$ cat src/rtl/jump_pc_sequencer_pkg.sv
// Shared widths, FSM encoding and jump-target helper for the jump-target fetch path.
package jump_pc_sequencer_pkg;

  localparam int ADDR_W      = 8;
  localparam int JFIELD_W    = 5;
  localparam int INSTR_BYTES = 4;
  localparam int INSTR_W     = 8 * INSTR_BYTES;

  typedef enum logic {
    FETCH = 1'b0,
    HOLD  = 1'b1
  } state_t;

  // The jump field is a word index, so the byte target is the field shifted up two bits.
  function automatic logic [ADDR_W-1:0] jump_target(input logic [JFIELD_W-1:0] field);
    logic [ADDR_W-1:0] ext;
    ext = {{(ADDR_W-JFIELD_W){1'b0}}, field};
    return ext << 2;
  endfunction

endpackage

$ cat src/rtl/jump_pc_sequencer_if.sv
// Bus bundle between the PC sequencer (master) and its memory/decoder environment (slave).
interface jump_pc_sequencer_if;
  import jump_pc_sequencer_pkg::*;

  // mem_req/mem_ack: a byte transfer completes in any cycle with mem_req && mem_ack;
  // mem_addr is stable while mem_req is high. instr_valid/instr_ready: a word is
  // consumed in any cycle with both high; instr and instr_pc stay stable until then.
  logic                mem_req;
  logic [ADDR_W-1:0]   mem_addr;
  logic                mem_ack;
  logic [7:0]          mem_rdata;
  logic                instr_valid;
  logic                instr_ready;
  logic [INSTR_W-1:0]  instr;
  logic [ADDR_W-1:0]   instr_pc;
  logic                jump_valid;
  logic [JFIELD_W-1:0] jump_field;
  state_t              dbg_state;

  modport master (
    output mem_req, mem_addr, instr_valid, instr, instr_pc, dbg_state,
    input  mem_ack, mem_rdata, instr_ready, jump_valid, jump_field
  );

  modport slave (
    input  mem_req, mem_addr, instr_valid, instr, instr_pc, dbg_state,
    output mem_ack, mem_rdata, instr_ready, jump_valid, jump_field
  );

endinterface

$ cat src/rtl/jump_pc_sequencer_instr_byte_assembler.sv
// Collects four little-endian bytes into one instruction word; byte_cnt selects the lane.
module jump_pc_sequencer_instr_byte_assembler
  import jump_pc_sequencer_pkg::*;
(
  input  logic               clk,
  input  logic               reset,
  input  logic               load,
  input  logic               clear,
  input  logic [7:0]         data,
  output logic [INSTR_W-1:0] word,
  output logic [1:0]         byte_cnt
);

  logic [INSTR_BYTES-1:0][7:0] lanes;

  // byte_cnt wraps to zero on the fourth load, ready for the next word.
  always_ff @(posedge clk or negedge reset) begin
    if (!reset) begin
      lanes    <= '0;
      byte_cnt <= '0;
    end else if (clear) begin
      byte_cnt <= '0;
    end else if (load) begin
      lanes[byte_cnt] <= data;
      byte_cnt        <= byte_cnt + 2'd1;
    end
  end

  assign word = lanes;

endmodule

$ cat src/rtl/jump_pc_sequencer.sv
// Owns the PC: fetches 4-byte instructions over req/ack, presents them over
// valid/ready, and redirects to the decoder's jump target.
module jump_pc_sequencer
  import jump_pc_sequencer_pkg::*;
#(
  parameter logic [ADDR_W-1:0] RESET_PC = 8'h00
) (
  input logic                 clk,
  input logic                 reset,
  jump_pc_sequencer_if.master bus
);

  state_t             state;
  logic [ADDR_W-1:0]  pc;
  logic [ADDR_W-1:0]  mem_addr;
  logic [ADDR_W-1:0]  instr_pc;
  logic [ADDR_W-1:0]  flush_tgt;
  logic               mem_req;
  logic               instr_valid;
  logic               flush;
  logic [1:0]         byte_cnt;
  logic [INSTR_W-1:0] word;
  logic [ADDR_W-1:0]  tgt;
  logic               load;
  logic               clear;

  assign tgt = jump_target(bus.jump_field);

  // A byte is kept only if no redirect is pending or arriving with its ack.
  always_comb begin
    load  = 1'b0;
    clear = 1'b0;
    if (state == HOLD) begin
      clear = bus.jump_valid || bus.instr_ready;
    end else if (mem_req && bus.mem_ack) begin
      if (flush || bus.jump_valid) clear = 1'b1;
      else                         load  = 1'b1;
    end else if (!mem_req) begin
      clear = bus.jump_valid;
    end
  end

  jump_pc_sequencer_instr_byte_assembler u_asm (
    .clk      (clk),
    .reset    (reset),
    .load     (load),
    .clear    (clear),
    .data     (bus.mem_rdata),
    .word     (word),
    .byte_cnt (byte_cnt)
  );

  always_ff @(posedge clk or negedge reset) begin
    if (!reset) begin
      state       <= FETCH;
      pc          <= RESET_PC;
      flush       <= 1'b0;
      flush_tgt   <= RESET_PC;
      mem_req     <= 1'b0;
      mem_addr    <= RESET_PC;
      instr_valid <= 1'b0;
      instr_pc    <= RESET_PC;
    end else begin
      case (state)
        FETCH: begin
          if (!mem_req) begin
            mem_req <= 1'b1;
            if (bus.jump_valid) begin
              pc       <= tgt;
              mem_addr <= tgt;
            end else begin
              mem_addr <= pc + ADDR_W'(byte_cnt);
            end
          end else if (bus.mem_ack) begin
            mem_req <= 1'b0;
            flush   <= 1'b0;
            if (bus.jump_valid) begin
              pc <= tgt;
            end else if (flush) begin
              pc <= flush_tgt;
            end else if (byte_cnt == 2'(INSTR_BYTES-1)) begin
              state       <= HOLD;
              instr_valid <= 1'b1;
              instr_pc    <= pc;
              pc          <= pc + ADDR_W'(INSTR_BYTES);
            end
          end else if (bus.jump_valid) begin
            // The outstanding read cannot be cancelled; remember where to go after it.
            flush     <= 1'b1;
            flush_tgt <= tgt;
          end
        end
        HOLD: begin
          if (bus.jump_valid) begin
            pc          <= tgt;
            instr_valid <= 1'b0;
            state       <= FETCH;
          end else if (bus.instr_ready) begin
            instr_valid <= 1'b0;
            state       <= FETCH;
          end
        end
        default: state <= FETCH;
      endcase
    end
  end

  assign bus.mem_req     = mem_req;
  assign bus.mem_addr    = mem_addr;
  assign bus.instr_valid = instr_valid;
  assign bus.instr       = word;
  assign bus.instr_pc    = instr_pc;
  assign bus.dbg_state   = state;

endmodule

$ cat src/flat_wrapper.sv
// flat-port wrapper written by rule: the top's interface ports become plain ports
module jump_pc_sequencer_flat import jump_pc_sequencer_pkg::*;
#(
  parameter logic [ADDR_W-1:0] RESET_PC = 8'h00
)
  (clk, reset, bus_mem_req, bus_mem_addr, bus_instr_valid, bus_instr, bus_instr_pc, bus_dbg_state, bus_mem_ack, bus_mem_rdata, bus_instr_ready, bus_jump_valid, bus_jump_field);
  jump_pc_sequencer_if bus_i ();
  input logic clk;
  input logic reset;
  output wire logic [$bits(bus_i.mem_req)-1:0] bus_mem_req;
  output wire logic [$bits(bus_i.mem_addr)-1:0] bus_mem_addr;
  output wire logic [$bits(bus_i.instr_valid)-1:0] bus_instr_valid;
  output wire logic [$bits(bus_i.instr)-1:0] bus_instr;
  output wire logic [$bits(bus_i.instr_pc)-1:0] bus_instr_pc;
  output wire logic [$bits(bus_i.dbg_state)-1:0] bus_dbg_state;
  input wire logic [$bits(bus_i.mem_ack)-1:0] bus_mem_ack;
  input wire logic [$bits(bus_i.mem_rdata)-1:0] bus_mem_rdata;
  input wire logic [$bits(bus_i.instr_ready)-1:0] bus_instr_ready;
  input wire logic [$bits(bus_i.jump_valid)-1:0] bus_jump_valid;
  input wire logic [$bits(bus_i.jump_field)-1:0] bus_jump_field;
  assign bus_mem_req = bus_i.mem_req;
  assign bus_mem_addr = bus_i.mem_addr;
  assign bus_instr_valid = bus_i.instr_valid;
  assign bus_instr = bus_i.instr;
  assign bus_instr_pc = bus_i.instr_pc;
  assign bus_dbg_state = bus_i.dbg_state;
  assign bus_i.mem_ack = bus_mem_ack;
  assign bus_i.mem_rdata = bus_mem_rdata;
  assign bus_i.instr_ready = bus_instr_ready;
  assign bus_i.jump_valid = bus_jump_valid;
  assign bus_i.jump_field = bus_jump_field;
  jump_pc_sequencer #(.RESET_PC(RESET_PC)) u_core (.clk(clk), .reset(reset), .bus(bus_i));
endmodule
$ cat config.mk
export PLATFORM = sky130hd
export DESIGN_NAME = jump_pc_sequencer_flat
export DESIGN_NICKNAME = d
export VERILOG_FILES = /design/src/rtl/jump_pc_sequencer_pkg.sv /design/src/rtl/jump_pc_sequencer_if.sv /design/src/rtl/jump_pc_sequencer_instr_byte_assembler.sv /design/src/rtl/jump_pc_sequencer.sv /design/src/flat_wrapper.sv
export SDC_FILE = /design/constraint.sdc
export NUM_CORES = 1
export LEC_CHECK = 0
export BUFFER_PORTS_ARGS = -buffer_cell sky130_fd_sc_hd__clkbuf_2
export CAP_MARGIN = 25
export CORE_MARGIN = 2
export CORE_UTILIZATION = 58
export CTS_CLUSTER_SIZE = 16
export DETAILED_ROUTE_END_ITERATION = 12
export PLACE_DENSITY = 0.94
export SYNTH_ARGS = -nofsm -noshare
export SYNTH_HDL_FRONTEND = slang
export SYNTH_SLANG_ARGS = --single-unit
$ cat constraint.sdc
create_clock -name clk -period 3.5 [get_ports clk]
set_clock_uncertainty 0.15 [all_clocks]
set_input_delay 0 -clock clk [delete_from_list [all_inputs] [get_ports clk]]
set_output_delay 0 -clock clk [all_outputs]
set_load 0.02 [all_outputs]
==> results of run 1 <==
==> synthesized netlist by cell type <==
cell      count  share of area
or3_1         1         0.0021
nor2b_1       3         0.0062
nand3b_1      1         0.0025
nor3b_4       1         0.0062
o22ai_1       6          0.012
mux2_4        2         0.0099
a21oi_1      10          0.017
a211oi_1      1         0.0025
xor2_1        1         0.0029
nand4_1       1         0.0021
dfrtp_1      67           0.55
nor4_1        1         0.0021
and3b_1       1         0.0029
clkbuf_1      7         0.0087
buf_2         2         0.0033
a32o_1        1         0.0033
o211ai_1      1         0.0025
o21a_1        1         0.0025
nor3b_1       2         0.0050
ha_1          7          0.029
o21ai_0      12          0.020
or2_2         2         0.0041
a31oi_1       2         0.0041
nand2_1      20          0.025
mux2i_1       1         0.0033
nor2_1        9          0.011
o221a_2       1         0.0037
a22oi_1       1         0.0025
and3_1        2         0.0041
inv_1         5         0.0062
mux2_2       44           0.16
xnor2_1       7          0.020
nand2b_1      3         0.0062
a22o_1        2         0.0058
nand3_1       3         0.0050
fa_1          1         0.0066
nor3_1        3         0.0050
clkinv_1      1         0.0012
and2_1        2         0.0041
nand2_4       3          0.011
a311oi_1      1         0.0029
a21o_1        2         0.0050
o31ai_1       1         0.0025
==> final cells by class <==
type                       instances  area [um2]  area share
multi-input combinational        163        1290       0.336
clock inverter                     6        88.8      0.0231
inverter                           6        22.5     0.00586
clock buffer                      10         138      0.0358
sequential                        67        1680       0.436
timing repair buffer              87         538       0.140
tap                               70        87.6      0.0228
==> worst paths after layout <==
path	slack, ns	end	depth (start not counted)
hold / removal	0.07	u_core.bus.mem_addr[3]	2
max in group asynchronous	2.16	u_core.pc[3]	4
setup / recovery	0.88	u_core.pc[7]	5
min in group asynchronous	0.48	u_core.flush_tgt[3]	3
hold reg to reg	0.33	u_core.bus.mem_addr[0]	2
setup reg to reg	0.88	u_core.pc[7]	5
==> power by group <==
group | leakage [nW] | internal [mW] | switching, mW | total [mW]
clock network | 0.108 | 0.420 | 0.305 | 0.725
registers | 0.868 | 0.895 | 0.104 | 1.00
logic | 0.978 | 0.222 | 0.302 | 0.524
total | 1.95 | 1.54 | 0.711 | 2.25
==> through the flow <==
step                area [um2]  cells
floorplan                 3030    245
global placement          3420    375
detailed placement        3420    375
CTS                       3810    407
global route              3840    409
finish                    3840    409
==> registers in the layout, summed over array words and instances, names as in the netlist <==
| register | cells |
|---|---|
| u_core.bus.mem_addr | 8 |
| u_core.bus.instr_valid | 1 |
| u_core.bus.instr_pc | 8 |
| u_core.bus.mem_req | 1 |
| u_core.flush_tgt | 5 |
| u_core.u_asm.byte_cnt | 2 |
| u_core.bus.dbg_state | 1 |
| u_core.u_asm.word | 32 |
| u_core.pc | 8 |
| u_core.flush | 1 |
==> per-layer routing <==
layer  wire length, um  share of wire  vias up
met5                 0              0        -
met4               306          0.041        0
met3               534          0.072       36
met2              3710           0.50      120
met1              2850           0.38     1187
li1                  -              -     1053
==> cell families after synthesis <==
logic type               after synthesis
flip-flops                            67
AND/OR/NAND/NOR                       58
XOR/XNOR                               8
AO/OA/AOI/OAI                         42
multiplexers                          47
buffers and inverters                 15
adder cells (fa/ha/maj)                8
==> flow_metrics.env, run 1 <==
export IMPL_cts_root_buf="clkbuf_8"
export IMPL_start_kind="flop"
export IMPL_critical_path_buf_inv_count=0
export IMPL_clkLatencyLatePin_ns=0.35
export IMPL_synth_warning_count=0
export IMPL_min_from="bus_jump_valid"
export IMPL_cp_max_fo=19
export IMPL_ios=69
export IMPL_end_kind="flop"
export IMPL_hold_path_class="in2reg"
export IMPL_cts_max_level=3
export IMPL_postRouteAntennaNets=0
export IMPL_die_area_um2=5810
export IMPL_syn_nets=271
export IMPL_via_per_inst=5.86
export IMPL_ir_drop_v=0.000434
export IMPL_cp_startpoint="u_core.u_asm.byte_cnt[1]"
export IMPL_finalSetupTns_ns=0
export IMPL_grt_total_usage=0.261
export IMPL_drv_slew=0
export IMPL_worst_slew_pin_slew_ns=0.862
export IMPL_synth_area_mux_share=0.177
export IMPL_cts_inserted_buffers=9
export IMPL_required_ns=3.62
export IMPL_hold_buffers=16
export IMPL_max_freq_mhz=382
export IMPL_power_density_nw_per_um2=585
export IMPL_drt_iter0_drc=177
export IMPL_max_slew_margin=0.424
export IMPL_hpwl_um=4790
export IMPL_rsz0062_at_grt="false"
export IMPL_synth_compound_area_share=0.0860
export IMPL_syn_inst=245
export IMPL_top_usage_layer="met2"
export IMPL_cts_tree="yes"
export IMPL_gr_total_overflow=0
export IMPL_drc_errors=0
export IMPL_critPathKind="reg2reg"
export IMPL_grt_pass1_vias=2396
export IMPL_period_share=0.747
export IMPL_clock_sinks=67
export IMPL_crit_reg2reg_launch="u_core.u_asm.byte_cnt[1]"
export IMPL_nFillCells=321
export IMPL_dr_pass1_iters=5
export IMPL_cts_setup_buffers=0
export IMPL_rows=26
export IMPL_synth_simple_area_share=0.105
export IMPL_status="finished clean"
export IMPL_final_core_util=0.757
export IMPL_yosys_area_share_adder=0.0356
export IMPL_netlist_area_um2=3030
export IMPL_grt_met3_usage=0.0592
export IMPL_cp_arrival_ns=2.74
export IMPL_whs_ns=0.0718
export IMPL_gp_congestion=0.922
export IMPL_die_x_um=76.2
export IMPL_p_leak_nw=1.95
export IMPL_antenna_cells=0
export IMPL_port_buffers=68
export IMPL_hold_viol=0
export IMPL_synth_seq_area_share=0.554
export IMPL_detailedPlace_worstSlack_ns=1.07
export IMPL_fin_crit_ns=2.62
export IMPL_synth_cell_types=43
export IMPL_slowest_delay_ns=0.59
export IMPL_avgSynthCellArea_um2=12.3
export IMPL_wl_per_cell_um=18.1
export IMPL_cts_clk_slew_worst_paths_ns=0.07
export IMPL_ys_ff_latch=67
export IMPL_setup_viol=0
export IMPL_setup_slack_ns=0.885
export IMPL_synth_top_family_by_area="multiplexers"
export IMPL_grt_pass1_wl_um=11700
export IMPL_area_delta_synth_final_pct=27.0
export IMPL_final_cell_mix="67 x clkbuf_2, 67 x dfrtp_1, 44 x mux2_2"
export IMPL_crit_family="simple AND/OR/NAND/NOR gates"
export IMPL_use_met2=0.418
export IMPL_met1_usage=0.319
export IMPL_max_cap_viol_count=0
export IMPL_route_final_wire_length_um=7400
export IMPL_cp_slowest_cell="nand2_1"
export IMPL_clockBufferDepth=2
export IMPL_worstPathCellList="ha_1 > nor3b_1 > nand2_1 > or2_2 > a31oi_1"
export IMPL_core_um2=5070
export IMPL_num_vias=2396
export IMPL_die_h_um=76.2
export IMPL_synth_xor_area_share=0.0232
export IMPL_finalPower_mw=2.25
export IMPL_grt_max_degree=50
export IMPL_final_nets=360
export IMPL_antenna_found_initial=0
export IMPL_start_util=0.596
export IMPL_drive_above_1_share=0.410
export IMPL_post_cts_resized=0
(Power assumes the default switching activity.)
==> inputs of run 2 (changes only) <==
Settings changed: ABC_AREA from default to 1, CORE_UTILIZATION 58 to 49, PLACE_DENSITY 0.94 to 0.85.
Clock period 3.5 ns to 2.1 ns, I/O delays scaled along.
==> run 2 against run 1 <==
Net effect:
- clock power increased by 61%
- cell area up 2.2%
- critical path depth is 1 higher
- non-clock buffer count grew 1
- hold slack better by 0.044 ns
- register-to-register slack got worse by 0.63 ns
- highest routed layer unchanged
==> flow_metrics.env, run 2 <==
export IMPL_status="finished clean"
export IMPL_post_cts_resized=0
export IMPL_critPathKind="reg2reg"
export IMPL_reg2reg_slack_ns=0.25
export IMPL_largest_reg_flops=32
export IMPL_cts_tree="yes"
export IMPL_syn_inst=345
export IMPL_cp_arrival_ns=1.93
export IMPL_max_freq_mhz=540
export IMPL_crit_reg2reg_launch="u_core.flush"
export IMPL_cts_root_buf="clkbuf_8"
export IMPL_setup_viol=0
export IMPL_placedCellCount=484
export IMPL_hpwl_um=5120
export IMPL_max_cap_viol_count=0
export IMPL_nFillCells=505
export IMPL_drt_iter0_drc=298
export IMPL_drv_slew=0
export IMPL_worst_slew_pin_slew_ns=0.698
export IMPL_clockBufferDepth=2
export IMPL_ios=69
export IMPL_yosys_top_cells_area="dfrtp_1 53%, nand2_1 12%, o21ai_2 6.7%, inv_1 4.1%, o21ai_0 3.8%"
export IMPL_num_vias=2698
export IMPL_die_x_um=84.2
export IMPL_power_density_nw_per_um2=1310
export IMPL_switching_share=0.413
export IMPL_stdcell_area_um2=3930
export IMPL_final_nets=461
export IMPL_finalPower_mw=5.15
export IMPL_synth_cell_types=26
export IMPL_clkLatencyLatePin_ns=0.35
export IMPL_fin_crit_ns=1.85
export IMPL_synth_largest_area_cell="dfrtp_1"
export IMPL_port_buffers=68
export IMPL_stdcell_count=517
export IMPL_drive_above_1_share=0.273
export IMPL_drc_errors=0
export IMPL_max_slew_margin=0.535
export IMPL_final_core_util=0.625
export IMPL_crit_top_cell="nand2_4"
export IMPL_internal_power_mw=3.02
export IMPL_synth_warning_count=0
export IMPL_end_kind="flop"
export IMPL_synth_seq_area_share=0.532
export IMPL_grt_max_degree=39
export IMPL_rows=29
export IMPL_async_reset_ff_frac=1.00
export IMPL_die_h_um=84.2
export IMPL_p_leak_nw=2.12
export IMPL_grt_pass1_vias=2657
export IMPL_multi_input_area_um2=1260
export IMPL_rsz0062_at_grt="false"
export IMPL_synth_common_cells="102 x nand2_1, 67 x dfrtp_1, 34 x inv_1"
export IMPL_start_kind="flop"
export IMPL_synth_flop_cell="dfrtp_1"
export IMPL_clock_sinks=67
export IMPL_synth_top_area_share=0.532
export IMPL_slowest_delay_ns=0.45
export IMPL_comb_power_share=0.374
export IMPL_p_sw_mw=2.13
export IMPL_netlist_area_um2=3150
export IMPL_p_clk_frac=0.228
export IMPL_mostFrequentLayoutCell="nand2_1"
export IMPL_final_cell_mix="102 x nand2_1, 67 x clkbuf_2, 67 x dfrtp_1"
export IMPL_start_util=0.502
export IMPL_postRouteAntennaNets=0
export IMPL_wl_per_cell_um=14.1
export IMPL_area_delta_synth_final_pct=24.7
export IMPL_cts_max_level=3
export IMPL_worstPathCellList="nor2_1 > nand2_4 > nor2_8 > nand2_4 > nand2_1 > o21ai_2"
export IMPL_die_area_um2=7080
export IMPL_ys_ff_latch=67
export IMPL_antenna_cells=0
export IMPL_yosysMostFrequentCell="nand2_1"
export IMPL_hold_viol=0
export IMPL_gp_congestion=0.971
export IMPL_hold_path_class="in2async"
export IMPL_cts_inserted_buffers=9
export IMPL_cts_clk_slew_worst_paths_ns=0.08
export IMPL_grt_pass1_wl_um=12500
export IMPL_core_um2=6280
export IMPL_cp_max_fo=34
export IMPL_regArea_um2=1680
export IMPL_route_final_wire_length_um=7290
export IMPL_r2r_end="u_core.u_asm.word[27]"
export IMPL_dpl_cell_area_um2=3540
export IMPL_reg2reg_depth=6
export IMPL_via_per_inst=5.22
export IMPL_gr_total_overflow=0
export IMPL_power_share_sequential=0.398
export IMPL_cp_slowest_cell="dfrtp_1"
export IMPL_required_ns=2.18
export IMPL_avgSynthCellArea_um2=9.13
export IMPL_synth_edf_count=0
export IMPL_ir_drop_v=0.000683
export IMPL_syn_nets=371
export IMPL_finalSetupTns_ns=0
export IMPL_dr_pass1_iters=5
export IMPL_grt_total_usage=0.223
export IMPL_antenna_found_initial=0
export IMPL_period_share=0.881
## run 2: cell types whose count changed after synthesis, sizes merged, moves of 5 or more
cell    previous run  this run
buf                2         8
inv                5        35
nand2             23       109
nand3              3        16
mux2              46         0
xnor2              7         0
nor2               9        20
o22ai              6         0
clkbuf             7         1
a21oi             10         5
o21ai             12        64
## run 2: logic make-up after synthesis
logic type | synth area share
and+or+nand+nor | 0.206
AOI/OAI and AO/OA | 0.156
adders and majority gates | 0.0342
xor gates and xnor gates | 0.00278
buffers and inverters | 0.0687
DFF | 0.532
## run 2: how the worst max path moves through the flow
stage / from / to / slack (ns) / cells after the start
global placement: u_core.flush / u_core.bus.instr_pc[6] / 0.30 / 6
detailed placement: u_core.flush / u_core.u_asm.word[27] / 0.24 / 6
global route: u_core.flush / u_core.bus.instr_pc[6] / 0.13 / 6
CTS: u_core.flush / u_core.u_asm.word[27] / 0.23 / 6
floorplan: u_core.bus.mem_req / u_core.u_asm.word[25] / 0.49 / 8
finish: u_core.flush / u_core.u_asm.word[27] / 0.25 / 6
## run 2: power by group through the flow
stage,sequential (mW),combinational (mW),clock [mW]
6_report,2.05,1.93,1.17
5_1_grt,2.10,2.14,1.25
2_1_floorplan,2.34,0.953,0
3_5_place_dp,2.05,1.89,0
4_1_cts,2.03,1.93,1.19
3_3_place_gp,2.03,1.84,0
## run 2: routing by layer
| metal | track usage | part of all wire | vias up | wire (um) |
|---|---|---|---|---|
| li1 | - | - | 1297 | - |
| met1 | 0.303 | 0.43 | 1282 | 3100 |
| met3 | 0.0452 | 0.061 | 23 | 441 |
| met4 | 0.103 | 0.027 | 0 | 197 |
| met2 | 0.348 | 0.49 | 96 | 3540 |
| met5 | 0 | 0 | - | 0 |
## run 2: final cells by class
cell class	instances	area share
Sequential cell	67	0.427
Clock inverter	6	0.0226
Clock buffer	10	0.0325
Inverter	36	0.0344
Tap cell	77	0.0245
Timing Repair Buffer	88	0.139
Multi-Input combinational cell	233	0.320
## run 2: timing repair
action,CTS,global route
buffers inserted,0,0
hold buffers,17,0
endpoints found under the hold margin,79,0
## run 2: metrics by stage
| stage | setup slack, ns | hold WS, ns |
|---|---|---|
| 2_1_floorplan | 0.491 | -0.446 |
| 3_3_place_gp | 0.303 | -0.0883 |
| 3_5_place_dp | 0.240 | -0.0825 |
| 4_1_cts | 0.226 | 0.116 |
| 5_1_grt | 0.135 | 0.189 |
| 6_report | 0.250 | 0.116 |
## run 2: critical path: cells and delay by family (launching register included)
kind	cells	cell delay [ns]
and+or+nand+nor	5	1.07
AOI/OAI and AO/OA	1	0.06
DFF	1	0.45
==> inputs of run 3 (changes only) <==
Settings changed: BUFFER_PORTS_ARGS -buffer_cell sky130_fd_sc_hd__clkbuf_2 to -buffer_cell sky130_fd_sc_hd__buf_4, CORE_UTILIZATION 49 to 58, CTS_CLUSTER_DIAMETER from default to 100, PLACE_DENSITY 0.85 to 0.93.
Clock period 2.1 ns to 2.22 ns, I/O delays scaled along.
==> run 3 against run 2 <==
Net effect:
- non-clock buffer count is 1 lower
- critical path type unchanged
- sequential share of layout area fell by 1.7 points
- via count is 3.1% higher
- fmax grew 0.33%
- critical endpoint is now u_core.bus.instr_pc[0]
- clock power up 5%
- core utilization increased by 17 points
==> flow_metrics.env, run 3 (synthesis results as in run 2) <==
export IMPL_route_final_wire_length_um=7900
export IMPL_cts_root_buf="clkbuf_8"
export IMPL_antenna_cells=0
export IMPL_final_cell_mix="102 x nand2_1, 69 x buf_4, 67 x dfrtp_1"
export IMPL_grt_pass1_wl_um=13200
export IMPL_hpwl_um=5210
export IMPL_drv_slew=0
export IMPL_fin_crit_ns=1.84
export IMPL_power_density_nw_per_um2=1270
export IMPL_worst_slew_pin_slew_ns=0.815
export IMPL_die_area_um2=6030
export IMPL_detailedPlace_worstSlack_ns=0.387
export IMPL_status="finished clean"
export IMPL_critPathKind="reg2reg"
export IMPL_grt_pass1_vias=2740
export IMPL_period_share=0.831
export IMPL_grt_total_usage=0.282
export IMPL_cts_clk_slew_worst_paths_ns=0.08
export IMPL_via_per_inst=5.47
export IMPL_regArea_um2=1680
export IMPL_start_kind="flop"
export IMPL_cts_inserted_buffers=9
export IMPL_max_slew_margin=0.456
export IMPL_drive_above_1_share=0.269
export IMPL_finalPower_mw=5.20
export IMPL_nFillCells=333
export IMPL_die_x_um=77.7
export IMPL_gr_total_overflow=0
export IMPL_ir_drop_v=0.000678
export IMPL_ios=69
export IMPL_start_util=0.609
export IMPL_clockBufferDepth=2
export IMPL_cp_arrival_ns=1.92
export IMPL_dr_pass1_iters=6
export IMPL_max_cap_viol_count=0
export IMPL_hold_viol=0
export IMPL_cts_setup_buffers=0
export IMPL_finalSetupTns_ns=0
export IMPL_rsz0062_at_grt="false"
export IMPL_gp_congestion=0.936
export IMPL_max_freq_mhz=542
export IMPL_final_nets=460
export IMPL_postRouteAntennaNets=0
export IMPL_largest_reg_flops=32
export IMPL_setup_slack_ns=0.376
export IMPL_cts_max_level=3
export IMPL_antenna_found_initial=0
export IMPL_end_kind="flop"
export IMPL_cts_tree="yes"
export IMPL_area_delta_synth_final_pct=30.0
export IMPL_drc_errors=0
export IMPL_setup_viol=0
export IMPL_required_ns=2.30
export IMPL_port_buffers=68
export IMPL_die_h_um=77.7
export IMPL_hold_path_class="in2async"
export IMPL_mostFrequentLayoutCell="nand2_1"
export IMPL_wl_per_cell_um=15.5
export IMPL_core_um2=5170
export IMPL_grt_max_degree=68
export IMPL_cp_max_fo=34
export IMPL_p_leak_nw=2.18
export IMPL_clkLatencyLatePin_ns=0.35
export IMPL_num_vias=2782
export IMPL_multi_input_area_um2=1260
export IMPL_drt_iter0_drc=278
export IMPL_clock_sinks=67
export IMPL_rows=26
## run 3: power by group
group,total (mW),internal [mW],switching [mW]
combinational,2.03,0.781,1.24
clock,1.23,0.750,0.476
sequential,1.94,1.61,0.330
## run 3: stage by stage
stage          utilization  cell area [um2]  instances  hold slack (ns)
2_1_floorplan            -             3150        345           -0.446
3_3_place_gp         0.710             3670        475          -0.0119
3_5_place_dp         0.710             3670        475         -0.00848
4_1_cts              0.791             4090        509            0.166
5_1_grt              0.791             4090        509            0.224
6_report             0.791             4090        509            0.155
## run 3: final cells by class
class                   count  share of cell area
repair buffers             87               0.171
multi-input cells         233               0.307
inverters                  36              0.0330
flip-flops and latches     67               0.410
clock buffers              10              0.0312
clock inverters             6              0.0275
well taps                  70              0.0214
## run 3: worst paths after layout
| kind | slack [ns] | end | startpoint | cells after the start |
|---|---|---|---|---|
| setup / recovery | 0.38 | u_core.bus.instr_pc[0] | u_core.flush | 6 |
| hold / removal | 0.16 | u_core.bus.instr_pc[1] | reset | 2 |
| setup reg to reg | 0.38 | u_core.bus.instr_pc[0] | u_core.flush | 6 |
| hold reg to reg | 0.33 | u_core.u_asm.word[27] | u_core.u_asm.word[27] | 2 |
| max in group asynchronous | 1.24 | u_core.u_asm.word[19] | reset | 2 |
| min in group clk | 0.33 | u_core.u_asm.word[27] | u_core.u_asm.word[27] | 2 |
## run 3: what timing repair did
action | CTS | global route
hold endpoints to repair | 116 | 0
resized for setup | 0 | 0
hold buffers | 18 | 0
## run 3: per-layer routing
layer,GRT usage,vias to the layer above,routed length (um)
li1,-,1301,-
met1,0.378,1337,3270
met2,0.459,127,3940
met3,0.0384,17,486
met4,0.125,0,207
met5,0,-,0
## run 3: worst max-delay path: stages (launching register included)
cell	delay [ns]
dfrtp_1	0.46
nor2_1	0.26
nand2_4	0.11
nor2_8	0.19
nand2_4	0.30
nand2_1	0.19
o21ai_2	0.07
